File: src/rtl/fp_arb_pkg.sv
// Shared types and constants for the FP add/sub arbiter slice.
// Pipeline entries carry a fixed-width tag wide enough for the largest legal requester count.
package fp_arb_pkg;

  localparam int   FP_W     = 32;
  localparam logic OP_ADD   = 1'b0;
  localparam logic OP_SUB   = 1'b1;
  localparam int   STAT_W   = 16;
  localparam int   ID_MAX_W = 4;

  typedef struct packed {
    logic [FP_W-1:0]     a;
    logic [FP_W-1:0]     b;
    logic                op;
    logic [ID_MAX_W-1:0] id;
  } pipeEntryT;

endpackage

File: src/rtl/FPAddSub.sv
// Combinational IEEE-754 single-precision adder/subtractor, round-to-nearest-even.
// Handles zeros, subnormals, infinities and NaN (canonical quiet NaN out).
module FPAddSub
  import fp_arb_pkg::*;
(
  input  logic [31:0] A,
  input  logic [31:0] B,
  input  logic        OpMode,
  output logic [31:0] Z
);

  logic        signB, effSub, swap, signL, resSign, roundUp;
  logic        nanA, nanB, infA, infB;
  logic [30:0] magL, magS, packedRes, rounded;
  logic [9:0]  eL, eS, diff, eNorm, shiftAmt;
  logic [23:0] mL, mS;
  logic [49:0] wide;
  logic [26:0] aligned, normd;
  logic [27:0] sum;
  logic [4:0]  lz;

  // NOTE: every variable gets a value at the top of the block so no path can infer a latch.
  always_comb begin
    signB    = B[31] ^ (OpMode == OP_SUB);
    nanA     = (A[30:23] == 8'hFF) && (A[22:0] != '0);
    nanB     = (B[30:23] == 8'hFF) && (B[22:0] != '0);
    infA     = (A[30:23] == 8'hFF) && (A[22:0] == '0);
    infB     = (B[30:23] == 8'hFF) && (B[22:0] == '0);
    effSub   = A[31] ^ signB;
    swap     = B[30:0] > A[30:0];
    signL    = swap ? signB : A[31];
    magL     = swap ? B[30:0] : A[30:0];
    magS     = swap ? A[30:0] : B[30:0];
    shiftAmt = '0;

    // Subnormals use an effective exponent of 1 and no hidden bit.
    eL   = (magL[30:23] == '0) ? 10'd1 : {2'b00, magL[30:23]};
    eS   = (magS[30:23] == '0) ? 10'd1 : {2'b00, magS[30:23]};
    mL   = {magL[30:23] != '0, magL[22:0]};
    mS   = {magS[30:23] != '0, magS[22:0]};
    diff = eL - eS;

    // Align the smaller operand keeping guard, round and a sticky OR of everything below.
    wide    = {mS, 26'd0} >> diff;
    aligned = (diff >= 10'd26) ? {26'd0, |mS} : {wide[49:24], |wide[23:0]};
    sum     = effSub ? ({1'b0, mL, 3'b000} - {1'b0, aligned})
                     : ({1'b0, mL, 3'b000} + {1'b0, aligned});

    lz = 5'd27;
    for (int i = 0; i < 27; i++) begin
      if (sum[i]) lz = 5'(26 - i);
    end

    if (sum[27]) begin
      normd = {sum[27:2], sum[1] | sum[0]};
      eNorm = eL + 10'd1;
    end else begin
      // Left shift stops at exponent 1 so tiny results land as subnormals.
      shiftAmt = ({5'd0, lz} < (eL - 10'd1)) ? {5'd0, lz} : (eL - 10'd1);
      normd    = sum[26:0] << shiftAmt;
      eNorm    = eL - shiftAmt;
    end

    // Rounding carry ripples into the exponent, covering subnormal->normal and overflow to inf.
    roundUp   = normd[2] & (normd[1] | normd[0] | normd[3]);
    packedRes = {normd[26] ? eNorm[7:0] : 8'd0, normd[25:3]};
    rounded   = packedRes + 31'(roundUp);
    resSign   = (sum == '0) ? (A[31] & signB) : signL;

    if (nanA || nanB || (infA && infB && effSub)) Z = 32'h7FC0_0000;
    else if (infA)                                Z = A;
    else if (infB)                                Z = {signB, B[30:0]};
    else if (eNorm >= 10'd255)                    Z = {resSign, 8'hFF, 23'd0};
    else                                          Z = {resSign, rounded};
  end

endmodule

File: src/rtl/rr_arbiter.sv
// Round-robin arbiter: one-hot grant to the first requester at or after the pointer.
// The pointer moves past the granted requester only when the grant is actually taken.
module rr_arbiter #(
  parameter int NUM_REQ = 4
) (
  input  logic               clk,
  input  logic               rst_n,
  input  logic [NUM_REQ-1:0] req,
  input  logic               advance,
  output logic [NUM_REQ-1:0] grant
);

  localparam int ID_W = $clog2(NUM_REQ);

  logic [ID_W-1:0] pointer, grantIdx, idx;
  logic            found;

  always_comb begin
    grant    = '0;
    grantIdx = '0;
    idx      = '0;
    found    = 1'b0;
    for (int k = 0; k < NUM_REQ; k++) begin
      idx = ID_W'((int'(pointer) + k) % NUM_REQ);
      if (!found && req[idx]) begin
        found       = 1'b1;
        grant[idx]  = 1'b1;
        grantIdx    = idx;
      end
    end
  end

  // NOTE: state registers use non-blocking assignments so every flop samples pre-edge values.
  always_ff @(posedge clk or negedge rst_n) begin
    if (!rst_n) begin
      pointer <= '0;
    end else if (advance) begin
      pointer <= (grantIdx == ID_W'(NUM_REQ - 1)) ? '0 : grantIdx + 1'b1;
    end
  end

endmodule

File: src/rtl/fp_addsub_arbiter.sv
// Shares one FPAddSub between NUM_REQ requesters: round-robin grant, 2-stage pipeline, tagged response.
// Define FP_ARB_STATS_EN to add per-requester saturating grant counters (stat_clr / grant_cnt).
module fp_addsub_arbiter
  import fp_arb_pkg::*;
#(
  parameter  int NUM_REQ = 4,
  localparam int ID_W    = $clog2(NUM_REQ)
) (
  input  logic                    clk,
  input  logic                    rst_n,
  input  logic [NUM_REQ-1:0]      req_valid,
  output logic [NUM_REQ-1:0]      req_ready,
  input  logic [NUM_REQ*FP_W-1:0] req_a,
  input  logic [NUM_REQ*FP_W-1:0] req_b,
  input  logic [NUM_REQ-1:0]      req_op,
  output logic                    rsp_valid,
  input  logic                    rsp_ready,
  output logic [FP_W-1:0]         rsp_z,
  output logic [ID_W-1:0]         rsp_id,
  output logic                    busy
`ifdef FP_ARB_STATS_EN
  ,
  input  logic                    stat_clr,
  output logic [NUM_REQ*STAT_W-1:0] grant_cnt
`endif
);

  logic               stall, accept, s1Valid;
  logic [NUM_REQ-1:0] grant, acceptVec;
  pipeEntryT          selEntry, s1Entry;
  logic [FP_W-1:0]    zComb;
  logic               unusedIdBits;

  assign stall     = rsp_valid & ~rsp_ready;
  assign req_ready = grant & {NUM_REQ{~stall & rst_n}};
  assign acceptVec = req_valid & req_ready;
  assign accept    = |acceptVec;
  assign busy      = s1Valid | rsp_valid;

  rr_arbiter #(.NUM_REQ(NUM_REQ)) uArb (
    .clk     (clk),
    .rst_n   (rst_n),
    .req     (req_valid),
    .advance (accept),
    .grant   (grant)
  );

  always_comb begin
    selEntry = '0;
    for (int i = 0; i < NUM_REQ; i++) begin
      if (grant[i]) begin
        selEntry.a  = req_a[FP_W*i +: FP_W];
        selEntry.b  = req_b[FP_W*i +: FP_W];
        selEntry.op = req_op[i];
        selEntry.id = ID_MAX_W'(i);
      end
    end
  end

  // NOTE: payload registers are reset too, so rsp_z/rsp_id read 0 out of reset and never carry X.
  always_ff @(posedge clk or negedge rst_n) begin
    if (!rst_n) begin
      s1Valid   <= 1'b0;
      s1Entry   <= '0;
      rsp_valid <= 1'b0;
      rsp_z     <= '0;
      rsp_id    <= '0;
    end else if (!stall) begin
      s1Valid   <= accept;
      s1Entry   <= selEntry;
      rsp_valid <= s1Valid;
      rsp_z     <= zComb;
      rsp_id    <= s1Entry.id[ID_W-1:0];
    end
  end

  // Tag bits above ID_W are always zero for this NUM_REQ.
  assign unusedIdBits = ^s1Entry.id;

  FPAddSub uFp (
    .A      (s1Entry.a),
    .B      (s1Entry.b),
    .OpMode (s1Entry.op),
    .Z      (zComb)
  );

`ifdef FP_ARB_STATS_EN
  logic [NUM_REQ-1:0][STAT_W-1:0] grantCnt;

  always_ff @(posedge clk or negedge rst_n) begin
    if (!rst_n) begin
      grantCnt <= '0;
    end else if (stat_clr) begin
      grantCnt <= '0;
    end else begin
      for (int i = 0; i < NUM_REQ; i++) begin
        if (acceptVec[i] && (grantCnt[i] != '1)) grantCnt[i] <= grantCnt[i] + 1'b1;
      end
    end
  end

  assign grant_cnt = grantCnt;
`endif

endmodule

File: config.mk
export PLATFORM = sky130hd
export DESIGN_NAME = fp_addsub_arbiter
export DESIGN_NICKNAME = d
export VERILOG_FILES = /design/src/rtl/fp_arb_pkg.sv /design/src/rtl/FPAddSub.sv /design/src/rtl/rr_arbiter.sv /design/src/rtl/fp_addsub_arbiter.sv
export SDC_FILE = /design/constraint.sdc
export NUM_CORES = 1
export LEC_CHECK = 0
export CAP_MARGIN = 20
export CORE_ASPECT_RATIO = 2
export CORE_MARGIN = 3
export CORE_UTILIZATION = 50
export DETAILED_ROUTE_END_ITERATION = 16
export GPL_TIMING_DRIVEN = 0
export PLACE_DENSITY = 0.76
export SYNTH_ARGS = -nofsm -noshare
export SYNTH_HDL_FRONTEND = slang
export SYNTH_SLANG_ARGS = --single-unit
File: constraint.sdc
create_clock -name clk -period 26.9 [get_ports clk]
set_clock_uncertainty 0.05 [all_clocks]
set_input_delay 4.035 -clock clk [delete_from_list [all_inputs] [get_ports clk]]
set_output_delay 4.035 -clock clk [all_outputs]
set_load 0.03 [all_outputs]
After elaboration in Yosys (flattened, before gate mapping)
Index checks and enable logic that the tools add are counted.

storage, ports and cells
  register bits = 105
  logic and storage cells = 159

operators by class
  $add $sub $neg = 11
  magnitude comparators = 12
  equality and inequality tests = 3
  shifts and indexed selects = 2
  muxes and demuxes = 75
  bitwise operators = 17
  reductions and logical operators = 30

operator list
  operator                                    number
  two-way mux 69 bit                          4
  two-way mux 5 bit                           26
  two-way mux 32 bit                          3
  two-way mux 31 bit                          3
  two-way mux 27 bit                          2
  right shift 50 x 10 -> 50 bit               1
  OR reduction 24 bit                         2
  zero test 23 bit                            2
  nonzero test 23 bit                         2
  adder 31 x 1 -> 31 bit                      1
  greater-than comparator 31 bit              1
  adder 27 x 27 -> 28 bit                     1
  zero test 28 bit                            1
  two-way mux 28 bit                          1
  subtractor 27 x 27 -> 28 bit                1
  left shift 27 x 10 -> 27 bit                1
  two-way mux 8 bit                           3
  two-way mux 10 bit                          2
  subtractor 10 bit                           2
  equality test 8 bit, second input constant  2
  zero test 8 bit                             2
  two-way mux 4 bit                           4
  nonzero test 8 bit                          2
  two-way mux 1 bit                           14
  other kinds (23)                            67

Longest topological paths before layout
  word-level depth = 49
  gate-level depth with buffers = 78

By module
Synthesis repeated with hierarchy kept, for this count alone.

unflattened totals
  cell total of the unflattened synthesis = 2666
  area, all modules = 19049.5 um2

by module, submodules not included
  module             instances  cells an instance  area an instance (um2)  seq. area each (um2)
  FPAddSub           1          1986               12806.0                 0.0
  fp_addsub_arbiter  1          620                5706.7                  2577.5
  rr_arbiter         1          60                 536.8                   50.0

Least setup slack after synthesis
No wires, ideal clock.

  path type = reg-to-reg
  from = register s1Entry[62] in the netlist's numbering
  to = register rsp_z[27]
  setup time = 0.101 ns
  data arrival time = 14.939 ns
  data required time = 26.749 ns
  slack = 11.810 ns
  cell stages (with the launch flop) = 72
  buffers on the path = 13
  clock period less this slack = 15.090 ns
  cells stage by stage = dfrtp_1 > buf_2 > inv_1 > ha_1 > nand4_1 > or4_1 > a211o_1 > o21ai_2 > buf_2 > buf_2 > buf_1 > nand2_1 > o21ai_0 > nand4_1 > and2_1 > clkbuf_1 > ha_1 > fa_1 > [... 36 more ...] > nand3_1 > and2_1 > buf_4 > buf_2 > buf_4 > xnor2_1 > ha_1 > nor3b_1 > nand3_1 > or3_1 > o2111ai_1 > nor2_1 > nor4_1 > a311oi_2 > and2_1 > clkbuf_1 > o311a_1 > nor4_1

on the way
  word-level cells in the longest chain between the ends = 49
  elaborated cells between the ends (all ways) = 71
  those cells by class = add/sub (7); order compare (4); eq/ne (1); shift (2); mux (41); bitwise (4); reduce/logical (12)

ends and longest elaborated chain
  element                                       RTL line                        RTL
  start, declared                               fp_addsub_arbiter.sv:30         pipeEntryT selEntry, s1Entry;
  start signal, assigned                        fp_addsub_arbiter.sv:70         s1Entry <= selEntry;
  greater-than comparator 31 bit                FPAddSub.sv:30                  swap = B[30:0] > A[30:0];
  two-way mux 31 bit, on equally long branches  FPAddSub.sv:32, FPAddSub.sv:33
  zero test 8 bit, on equally long branches     FPAddSub.sv:37, FPAddSub.sv:38
  two-way mux 8 bit, on equally long branches   FPAddSub.sv:37, FPAddSub.sv:38
  subtractor 10 bit                             FPAddSub.sv:41                  diff = eL - eS;
  right shift 50 x 10 -> 50 bit                 FPAddSub.sv:44                  wide = {mS, 26'd0} >> diff;
  OR reduction 24 bit                           FPAddSub.sv:45                  aligned = (diff >= 10'd26) ? {26'd0, |mS} : {wide[49:24], |wide[23:0]};
  two-way mux 27 bit                            FPAddSub.sv:45
  [... 32 more ...]                             --
  two-way mux 27 bit                            FPAddSub.sv:54                  if (sum[27]) begin
  OR 1 bit (2 in series)                        FPAddSub.sv:65                  roundUp = normd[2] & (normd[1] | normd[0] | normd[3]);
  AND 1 bit                                     FPAddSub.sv:65
  adder 31 x 1 -> 31 bit                        FPAddSub.sv:67                  rounded = packedRes + 31'(roundUp);
  two-way mux 31 bit                            FPAddSub.sv:73                  else if (eNorm >= 10'd255) Z = {resSign, 8'hFF, 23'd0};
  two-way mux 32 bit                            FPAddSub.sv:72                  else if (infB) Z = {signB, B[30:0]};
  two-way mux 32 bit                            FPAddSub.sv:71                  else if (infA) Z = A;
  two-way mux 32 bit *                          FPAddSub.sv:70                  if (nanA || nanB || (infA && infB && effSub)) Z = 32'h7FC0_0000;
  end signal, assigned                          fp_addsub_arbiter.sv:72         rsp_z <= zComb;
  end, declared                                 fp_addsub_arbiter.sv:18         output logic [FP_W-1:0] rsp_z,

Every way passes the cells marked *; elsewhere a longest branch is shown, timed or not.
A chain may end at the register's enable or synchronous reset.

Final worst setup path
  from = register s1Entry[21] in the netlist's numbering
  to = register rsp_z[29]

Same word-level chain as after synthesis.

==> reports/results.tsv <==
stage	metric	value	unit
flow_run	max cap viols	0	
synthesis	post-synth top area share	14.0	%
clock_network	clock latency on the worst-skew pair	370	ps
sta	Final setup viols	0	
finish	layout cells sized above 1	5.84	%
floorplan	FP Rows	99	
worst_setup_path	CP endpoint kind	register	
synthesis	ys flop type	dfrtp_1	
detailed_routing	vias per cell	7.30	
global_routing	GRT Overall Usage	49.2	%
synthesis	synth top area cells	dfrtp_1 (14%), ha_1 (6.9%), nand2_1 (5.7%), a21oi_1 (5.7%), nor2_1 (5.6%)	
floorplan	IO Pins	307	
sta	Final Hold Vio Count	0	
place	IO buf count	306	
clock_network	Setup Buffers After CTS	0	
sta	Max Freq	0.0453	GHz
synthesis	Synth Warn #	0	
finish	Area Overhead vs Synth	21.4	%
global_routing	first-pass GRT wire length	150000	um
synthesis	Post-Syn Area per Cell	7.03	sq um
synthesis	Yosys cell types	123	
clock_network	CTS tree	done	
clock_network	H-tree depth	3	
global_routing	vias in the first global route	25400	
detailed_routing	Detailed Route WL	101000	um
clock_network	clk buf depth	2	
place	pre-CTS setup slack	6300	ps
sta	Slew HR	4.69	%
detailed_routing	Via Count	25200	
sta	Setup WS post-layout	4820	ps
worst_setup_path	Crit Path Class	reg -> reg	
clock_network	Post-CTS Resized	0	
synthesis	Synth area leader	dfrtp_1	
finish	fill count	3316	
detailed_routing	DRC marker count from the first detailed-route iteration	2948	
synthesis	Syn Nets	3041	
worst_setup_path	critical path's slowest cell	xnor2_1	
worst_setup_path	Worst Setup Start Kind	register	
clock_network	Clock Sinks	105	
global_routing	total gr overflow	0	
floorplan	die width	143	um
detailed_routing	DR pass1 iterations	12	
detailed_routing	post-DR wirelength/cell	29.1	um
synthesis	#FFs+latches synth	105	
worst_setup_path	CP required	27120	ps
synthesis	count leader, synth	nand2_1	
worst_hold_path	Worst Hold Class	reg -> reg	
sta	Slew @ Worst Pin	1430	ps
place	Placer Congestion	1.13	
global_routing	largest net degree at the start of global routing	71	
synthesis	Syn Inst Count	2668	
sta	Pins Over Slew Limit	0	
detailed_routing	DRC	0	
clock_network	Root Driver	clkbuf_16	
worst_setup_path	CP arrival	22300	ps
synthesis	sequential area share after synthesis	14.0	%
sta	setup TNS	0	ps
synthesis	Async S/R FF share, synth	100	%
clock_network	cts hold-fix bufs	0	
clock_network	CTS Buf Count	9	
finish	Final nets	3366	
clock_network	clock-pin slew of the registers on the worst-case setup and hold paths	80	ps
synthesis	number of synthesized flops with an enable pin	0	
floorplan	Die Y	280	um
place	Detail Placement HPWL	81000	um
status	run status	finished, final reports clean	
worst_setup_path	max incr delay on CP	890	ps
sta	part of the cycle the worst path needs	82.1	%
synthesis	Syn Std Cell Area	0.0188	sq mm
floorplan	die area	0.0400	sq mm
synthesis	leading cell types by count after synthesis	nand2_1 (287), nor2_1 (282), a21oi_1 (213)	
global_routing	initial antenna violation count	5	
detailed_routing	Final ANT Viol Nets	0	
floorplan	core area	0.0368	sq mm
floorplan	initial core utilization	51.0	%
worst_setup_path	Worst Path Max Fanout	12	
sta	fin crit period	22080	ps
sta	RSZ-0062 raised after global routing	no	
-- worst paths after layout --
kind | from | to | slack (ps) | cells past startpoint
min in group asynchronous | rst_n | rsp_z[12] | 3550 | 1
min reg2reg | rsp_id[0] | rsp_id[0] | 440 | 2
max reg2reg | s1Entry[21] | rsp_z[29] | 4820 | 70
min | rsp_id[0] | rsp_id[0] | 440 | 2
max | s1Entry[21] | rsp_z[29] | 4820 | 70
max in group asynchronous | rst_n | s1Entry[48] | 22490 | 2
-- cell type report --
type                    instances  area, sq um  area share, %
multi-input cells            2256        14900           65.5
repair buffers                314         3130           13.8
flip-flops and latches        105         2630           11.5
plain buffers                 191          795           3.49
well taps                     454          568           2.49
inverters                     116          435           1.91
clock buffers                  10          229           1.01
clock inverters                 6         61.3          0.269
diodes                          2         5.00         0.0220
-- cells in the final DEF (no fill, tap or decap), types with 25 or more instances in the layout --
cell type	count
o211ai_1	37
inv_1	112
a21o_1	34
nor2_1	282
nor4_1	40
a211oi_1	127
nand4_1	35
clkbuf_1	135
and3_1	36
ha_1	104
nand2_1	287
nor3_1	71
buf_2	26
a22oi_1	86
o21ai_0	192
a21oi_1	213
a31oi_1	29
nand3_1	71
mux2i_1	74
or3_1	31
dfrtp_1	105
xnor2_1	45
mux2_2	25
clkdlybuf4s50_1	305
-- logic make-up (layout without fill, tap and decap cells) --
family	count (synthesis)	after routing	share of synthesized area [%]
adder cells (fa/ha/maj)	109	109	7.31
buffers and inverters	307	637	6.55
other	1	3	0.0200
multiplexers	125	125	8.34
flip-flops	105	105	14.0
AND/OR/NAND/NOR	969	969	24.6
XOR/XNOR	63	63	3.06
AO/OA/AOI/OAI	989	989	36.1
-- sequential cells by signal, indices dropped and copies added, names as in the netlist, named ones only --
register / count
rsp_id: 2
rsp_valid: 1
rsp_z: 32
s1Entry: 67
s1Valid: 1
uArb.pointer: 1
-- worst max-delay path, delay by kind of cell (launching register included) --
family,cells,cell delay (ps)
AOI/OAI and AO/OA,20,5830
xor gates and xnor gates,4,2060
adders and majority gates,6,2220
buffers and inverters,15,4810
DFF,1,610
muxes,1,480
and+or+nand+nor,24,5800
-- through the flow --
stage	instances	cell area (sq um)	hold WS [ps]	utilization, %
2_1_floorplan	2668	18800	397	-
3_3_place_gp	3428	22400	408	60.9
3_5_place_dp	3433	22400	416	61.0
4_1_cts	3449	22700	433	61.8
5_1_grt	3453	22800	458	61.9
6_report	3454	22800	438	61.9
-- per-layer routing --
layer	wire [um]	up-vias	part of all wire, %	GRT usage (%)
li1	-	10700	-	-
met4	14200	0	14	52.4
met2	47700	1993	47	81.9
met3	9550	897	9.5	16.2
met5	0	-	0	1.50
met1	29100	11600	29	43.6
Power is left out: the tool's default activity adds up to more than one toggle a clock period on the data nets, which glitch-free logic cannot reach.
